### src/rtl/scan_decoder.sv
// Registered N-to-2^N one-hot decoder with enable, direct-decode and auto-scan modes.
// One clock from sampled inputs to D/idx/wrap; no backpressure, inputs are sampled every clock.
module scan_decoder #(
  parameter int N     = 3,
  parameter int DIV_W = 4
) (
  input  logic               clk,
  input  logic               reset_n,
  input  logic               en,
  input  logic               mode,
  input  logic [N-1:0]       x,
  input  logic [DIV_W-1:0]   dwell,
  output logic [(1<<N)-1:0]  D,
  output logic [N-1:0]       idx,
  output logic               wrap
);

  localparam int W = 1 << N;
  localparam logic [W-1:0] ONE = {{(W-1){1'b0}}, 1'b1};

  typedef enum logic [1:0] {
    IDLE   = 2'd0,
    DIRECT = 2'd1,
    SCAN   = 2'd2
  } state_t;

  state_t           state_q, state_d;
  logic [W-1:0]     d_q, d_d;
  logic [N-1:0]     idx_q, idx_d;
  logic             wrap_q, wrap_d;
  logic [DIV_W-1:0] pre_q, pre_d;

  always_ff @(posedge clk or negedge reset_n) begin
    if (!reset_n) begin
      state_q <= IDLE;
      d_q     <= '0;
      idx_q   <= '0;
      wrap_q  <= 1'b0;
      pre_q   <= '0;
    end else begin
      state_q <= state_d;
      d_q     <= d_d;
      idx_q   <= idx_d;
      wrap_q  <= wrap_d;
      pre_q   <= pre_d;
    end
  end

  // Priority: en, then mode, then scan entry, then the dwell-driven advance.
  always_comb begin
    state_d = state_q;
    idx_d   = idx_q;
    pre_d   = pre_q;
    wrap_d  = 1'b0;
    if (!en) begin
      state_d = IDLE;
      idx_d   = '0;
      pre_d   = '0;
    end else if (!mode) begin
      state_d = DIRECT;
      idx_d   = x;
      pre_d   = '0;
    end else if (state_q != SCAN) begin
      state_d = SCAN;
      idx_d   = '0;
      pre_d   = '0;
    end else if (pre_q >= dwell) begin
      pre_d  = '0;
      idx_d  = idx_q + N'(1);
      wrap_d = (idx_q == {N{1'b1}});
    end else begin
      pre_d = pre_q + DIV_W'(1);
    end
    d_d = (state_d == IDLE) ? '0 : (ONE << idx_d);
  end

  assign D    = d_q;
  assign idx  = idx_q;
  assign wrap = wrap_q;

endmodule

### config.mk
export PLATFORM = sky130hd
export DESIGN_NAME = scan_decoder
export DESIGN_NICKNAME = d
export VERILOG_FILES = /design/src/rtl/scan_decoder.sv
export SDC_FILE = /design/constraint.sdc
export NUM_CORES = 1
export LEC_CHECK = 0
export BUFFER_PORTS_ARGS = -buffer_cell sky130_fd_sc_hd__buf_2
export CAP_MARGIN = 20
export CORE_MARGIN = 5
export CORE_UTILIZATION = 50
export DETAILED_ROUTE_END_ITERATION = 10
export PLACE_DENSITY = 0.76
export SYNTH_ARGS = -nofsm -noshare
export SYNTH_HDL_FRONTEND = slang
export SYNTH_SLANG_ARGS = --single-unit
### constraint.sdc
create_clock -name clk -period 3.6 [get_ports clk]
set_input_delay 0.36 -clock clk [delete_from_list [all_inputs] [get_ports clk]]
set_output_delay 0.36 -clock clk [all_outputs]
set_load 0.05 [all_outputs]
# Word level (Yosys, flattened, before mapping)
# Index checks and enable logic that the tools add are counted.
# word_totals
latchBits,0
ram_bits,0
output_inout_bits,12
mem_bits_ro,0
mem_count,0
reg_bits,18
# classes
n_lt_le_gt_ge,1
eq_ne,2
shift,1
n_bitwise,0
n_div,0
n_reduce_logical,1
n_mul,0
muxes,16
addsub,2
# ops
op,count
4-bit two-way mux,4
3-bit two-way mux,4
8-bit two-way mux,1
1-bit by 3-bit << shifter with 8-bit output (first input constant),1
2-bit two-way mux,3
4-bit by 1-bit adder with 4-bit output (second input constant),1
4-bit greater-or-equal comparator,1
1-bit two-way mux,4
3-bit by 1-bit adder with 3-bit output (second input constant),1
3-bit equality test (second input constant),1
2-bit logical NOT,1
2-bit != test (second input constant),1

# Longest topological paths before layout
# logic_depth
ltp_word,7
ltp_mapped,9
ltp_nobuf,8

# Worst setup path after synthesis
# OpenSTA, ideal clock, no wires.
# synth_timing
path_kind,reg-to-reg
start,reg pre_q[0]
end,"reg d_q[2], in the netlist D[2]"
setup_ps,120
required_time_ps,3480
slack_ps,1611
path_stages_with_launch,9
period_less_slack_ps,1989
t_arrival_ps,1868
cell_sequence,dfrtp_1 -> inv_1 -> ha_1 -> nand2b_4 -> a2111oi_4 -> nor3_1 -> a311oi_4 -> inv_2 -> and4_1
# synth_via
elab_chain_cells,7
# synth_lines
element,line_no,source
"start, declared",31,"logic [DIV_W-1:0] pre_q, pre_d;"
"start signal, assigned",45,pre_q <= pre_d;
4-bit greater-or-equal comparator,67,end else if (pre_q >= dwell) begin
3-bit two-way mux,67,
3-bit two-way mux,63,end else if (state_q != SCAN) begin
3-bit two-way mux,59,end else if (!mode) begin
3-bit two-way mux,55,if (!en) begin
via idx_d[1],29,"logic [N-1:0] idx_q, idx_d;"
1-bit by 3-bit << shifter with 8-bit output,74,d_d = (state_d == IDLE) ? '0 : (ONE << idx_d);
8-bit two-way mux,74,
via d_d[2],28,"logic [W-1:0] d_q, d_d;"
"end signal, assigned",36,d_q <= '0;
"end signal, assigned",42,d_q <= d_d;
"end, declared",28,
# The timed path passes the listed nets, and every way through them passes these cells.

# Worst setup path after layout
# layout_timing
start,reg pre_q[0]
end,"reg d_q[4], in the netlist D[4]"
# The elaborated chain is that of the path after synthesis.

==> results.cfg <==
[status]
status = completed

[sta]
rsz0062_at_grt = no
period_minus_slack_ns = 2.157
worst_clock_skew_ns = 0.004178
slew_violations = 0
tightest_slew_ns = 0.4242
period_share_pct = 59.91
relSlewSlack_pct = 71.72
setup_viol = 0
timing.hold.ws_ns = 0.2884
max_freq_ghz = 0.4637
fin_setup_tns_ns = 0
hold_violations = 0

[global_routing]
grt.busiest_layer = met2
grt_max_degree = 19
use_met2_pct = 21.76
overflow = 0
met3_usage_pct = 3.134
grt_first_pass_wirelength_mm = 2.615
grt.total_usage_pct = 13.28
antenna_found_initial = 0
grt_util_met1_pct = 16.94
grt_pass1_vias = 601

[die]
rows = 15
die_x_um = 52.21
dieArea_mm2 = 0.002726
io_pins = 23
initial_utilization_pct = 52.16
die_y_um = 52.21
core_mm2 = 0.001708

[power_and_ir_drop]
combPwrFrac_pct = 14.2
power.density_mw_per_mm2 = 362.2
leakage_nw = 0.5682
power_switching_w = 0.00009439
max-vdd-ir-drop_v = 0.0003029
pwr-share-clk_pct = 30.8
netSwitchingFraction_pct = 24.68
power_frac_seq_pct = 55.0
internal_power_w = 0.0002881

[synthesis]
ys.flop_type = dfrtp_1
ys_seq_elements = 18
yosys-top-cells-area = dfrtp_1 (51%), ha_1 (9.8%), a311oi_4 (5.9%), nor3_1 (3.4%), a2111oi_4 (3.1%)
synth_warnings = 0
synth_cells = 72
synth_most_common_cell = dfrtp_1
ys_types = 26
yosysTopAreaCell = dfrtp_1
synth_enable_flop_cells = 0
seq_area_frac_synth_pct = 50.56
yosys-top-cells-count = dfrtp_1 (18), ha_1 (7), nor3_1 (6)
synthArstFlopShare_pct = 100.0
synth_top_area_share_pct = 50.56
synth_area_um2 = 890.9
syn_nets = 90
synth.avg_cell_area_um2 = 12.37

[layout]
final_area_mm2 = 0.001056
fin_cells = 122
syn2layout_area_growth_pct = 18.54
drive_gt1_share_pct = 36.08
n_fill_cell = 147
multi_input_area_um2 = 391.6
diodes = 0
regArea_um2 = 450.4
layout.nets = 116

[setup_path]
rr_worst_depth = 8
r2r_setup_slack_ns = 1.44
critPathMaxFanout = 6
critPathRequiredTime_ns = 3.80
crit_path_end_kind = flop
path_buf_inv = 2
worst-setup-path-type = flop to flop
cp-start-kind = flop
reg2reg_from = pre_q[0]
crit_chain = inv_1, ha_1, nand2b_4, a2111oi_4, or2_1, o211a_4, inv_2, nor3_1
timing.rr.end = D[4]
arrival_ns = 2.36
crit_slowest_cell = dfrtp_1
max_stage_delay_ns = 0.40
cp_top_family = simple AND/OR/NAND/NOR gates

[clock_tree]
clkLatencyLatePin_ns = 0.28
clock_sinks = 18
path_clk_slew_ns = 0.10
numCtsBuffers = 3
h-tree-depth = 1
post_cts_buffers = 0
root_buffer = clkbuf_4
cts_tree = done
cts_max_path_buffers = 2

[min_path]
hold_depth = 2
hold_class = primary input to flop
min_to = state_q[0]
hold_start = mode

[job]
drv_cap = 0

[place]
hpwl_mm = 1.176
dp_cells = 117
postPlaceCellArea_mm2 = 0.001010
io_buffers = 22
gp_congestion = 0.7519

[routing]
initialDrtViolationCount = 2
wl_mm = 1.512
viasPerCell = 4.754
routedWlPerCell_um = 12.39
drc_errors = 0
detail-route-antenna-nets = 0
firstDrtPassIters = 3
vias = 580
[cell usage in the layout (no fill, tap or decap)]
cell	Yosys	routed
nor3_1	6	6
buf_2	0	22
and4b_1	1	1
or2_1	1	1
dfrtp_1	18	18
dlygate4sd3_1	0	1
xor2_1	1	1
clkbuf_8	0	1
a311oi_4	2	2
nand2b_4	1	1
and4_1	2	2
nand2b_1	1	1
a2111oi_4	1	1
ha_1	7	7
inv_1	5	5
o211ai_1	1	1
nor2_1	5	5
and2_4	1	1
inv_2	2	2
clkbuf_4	0	3
o211a_4	1	1
nand3_1	1	1
o21a_1	1	1
xnor2_1	1	1
nor2b_1	1	1
nand2_1	5	5
and3_2	1	1
and2_1	2	2
and3_1	2	2
[worst max path at each step]
stage,start,endpoint,cells past startpoint
after CTS,pre_q[0],D[4],8
after detailed placement,dwell[0],D[4],8
final,pre_q[0],D[4],8
after global placement,dwell[0],D[0],7
after floorplan,pre_q[0],D[2],8
after global routing,pre_q[0],D[5],7
[logic make-up (layout without fill, tap and decap cells)]
logic type | after synthesis | after routing | synth area share, %
and+or+nand+nor | 30 | 30 | 19.52
DFF | 18 | 18 | 50.56
buffers and inverters | 9 | 34 | 5.478
adders and majority gates | 7 | 7 | 9.831
AOI/OAI and AO/OA | 6 | 6 | 12.64
xor gates and xnor gates | 2 | 2 | 1.967
[timing repair]
item                                   in CTS  in global routing
setup endpoints to repair                   0                  0
resized for setup                           0                  0
hold buffers                                1                  0
endpoints found under the hold margin      18                  0
[worst reg2reg max path, cell delays in order (launching register included)]
cell and delay (ns):
dfrtp_1 0.40, inv_1 0.06, ha_1 0.26, nand2b_4 0.14, a2111oi_4 0.39, or2_1 0.36, o211a_4 0.24, inv_2 0.06
nor3_1 0.17
[power by group through the flow]
stage | Sequential, W | Combinational (W) | Clock [W]
floorplan | 0.000229 | 0.0000233 | 0
global placement | 0.000214 | 0.0000529 | 0
detailed placement | 0.000214 | 0.0000538 | 0
CTS | 0.000211 | 0.0000550 | 0.000124
global route | 0.000211 | 0.0000598 | 0.000135
finish | 0.000210 | 0.0000542 | 0.000118
[state kept, by name, indices dropped and copies added (netlist names)]
signal   cells
wrap         1
state_q      2
pre_q        4
D            8
idx          3
[per-stage QoR]
stage / total power (W) / worst slack, ns / util [%]
6_report: 0.0003825 / 1.443 / 61.83
4_1_cts: 0.0003894 / 1.418 / 61.83
3_5_place_dp: 0.0002681 / 1.405 / 59.12
3_3_place_gp: 0.0002672 / 1.416 / 59.12
5_1_grt: 0.0004061 / 1.266 / 61.83
2_1_floorplan: 0.0002519 / 1.611 / -
[layer usage]
layer  vias up  wire (um)
li1        295          -
met1       269        669
met2        14        736
met3         2         88
met4         0         17
met5         -          0
[area by class of cell]
type,instances,area share [%]
clock buffer,4,3.436
multi-input combinational,45,37.09
sequential,18,42.65
tap,25,2.962
inverter,7,2.488
timing repair buffer,23,11.37
No activity file was read; power rests on OpenSTA's default activity.
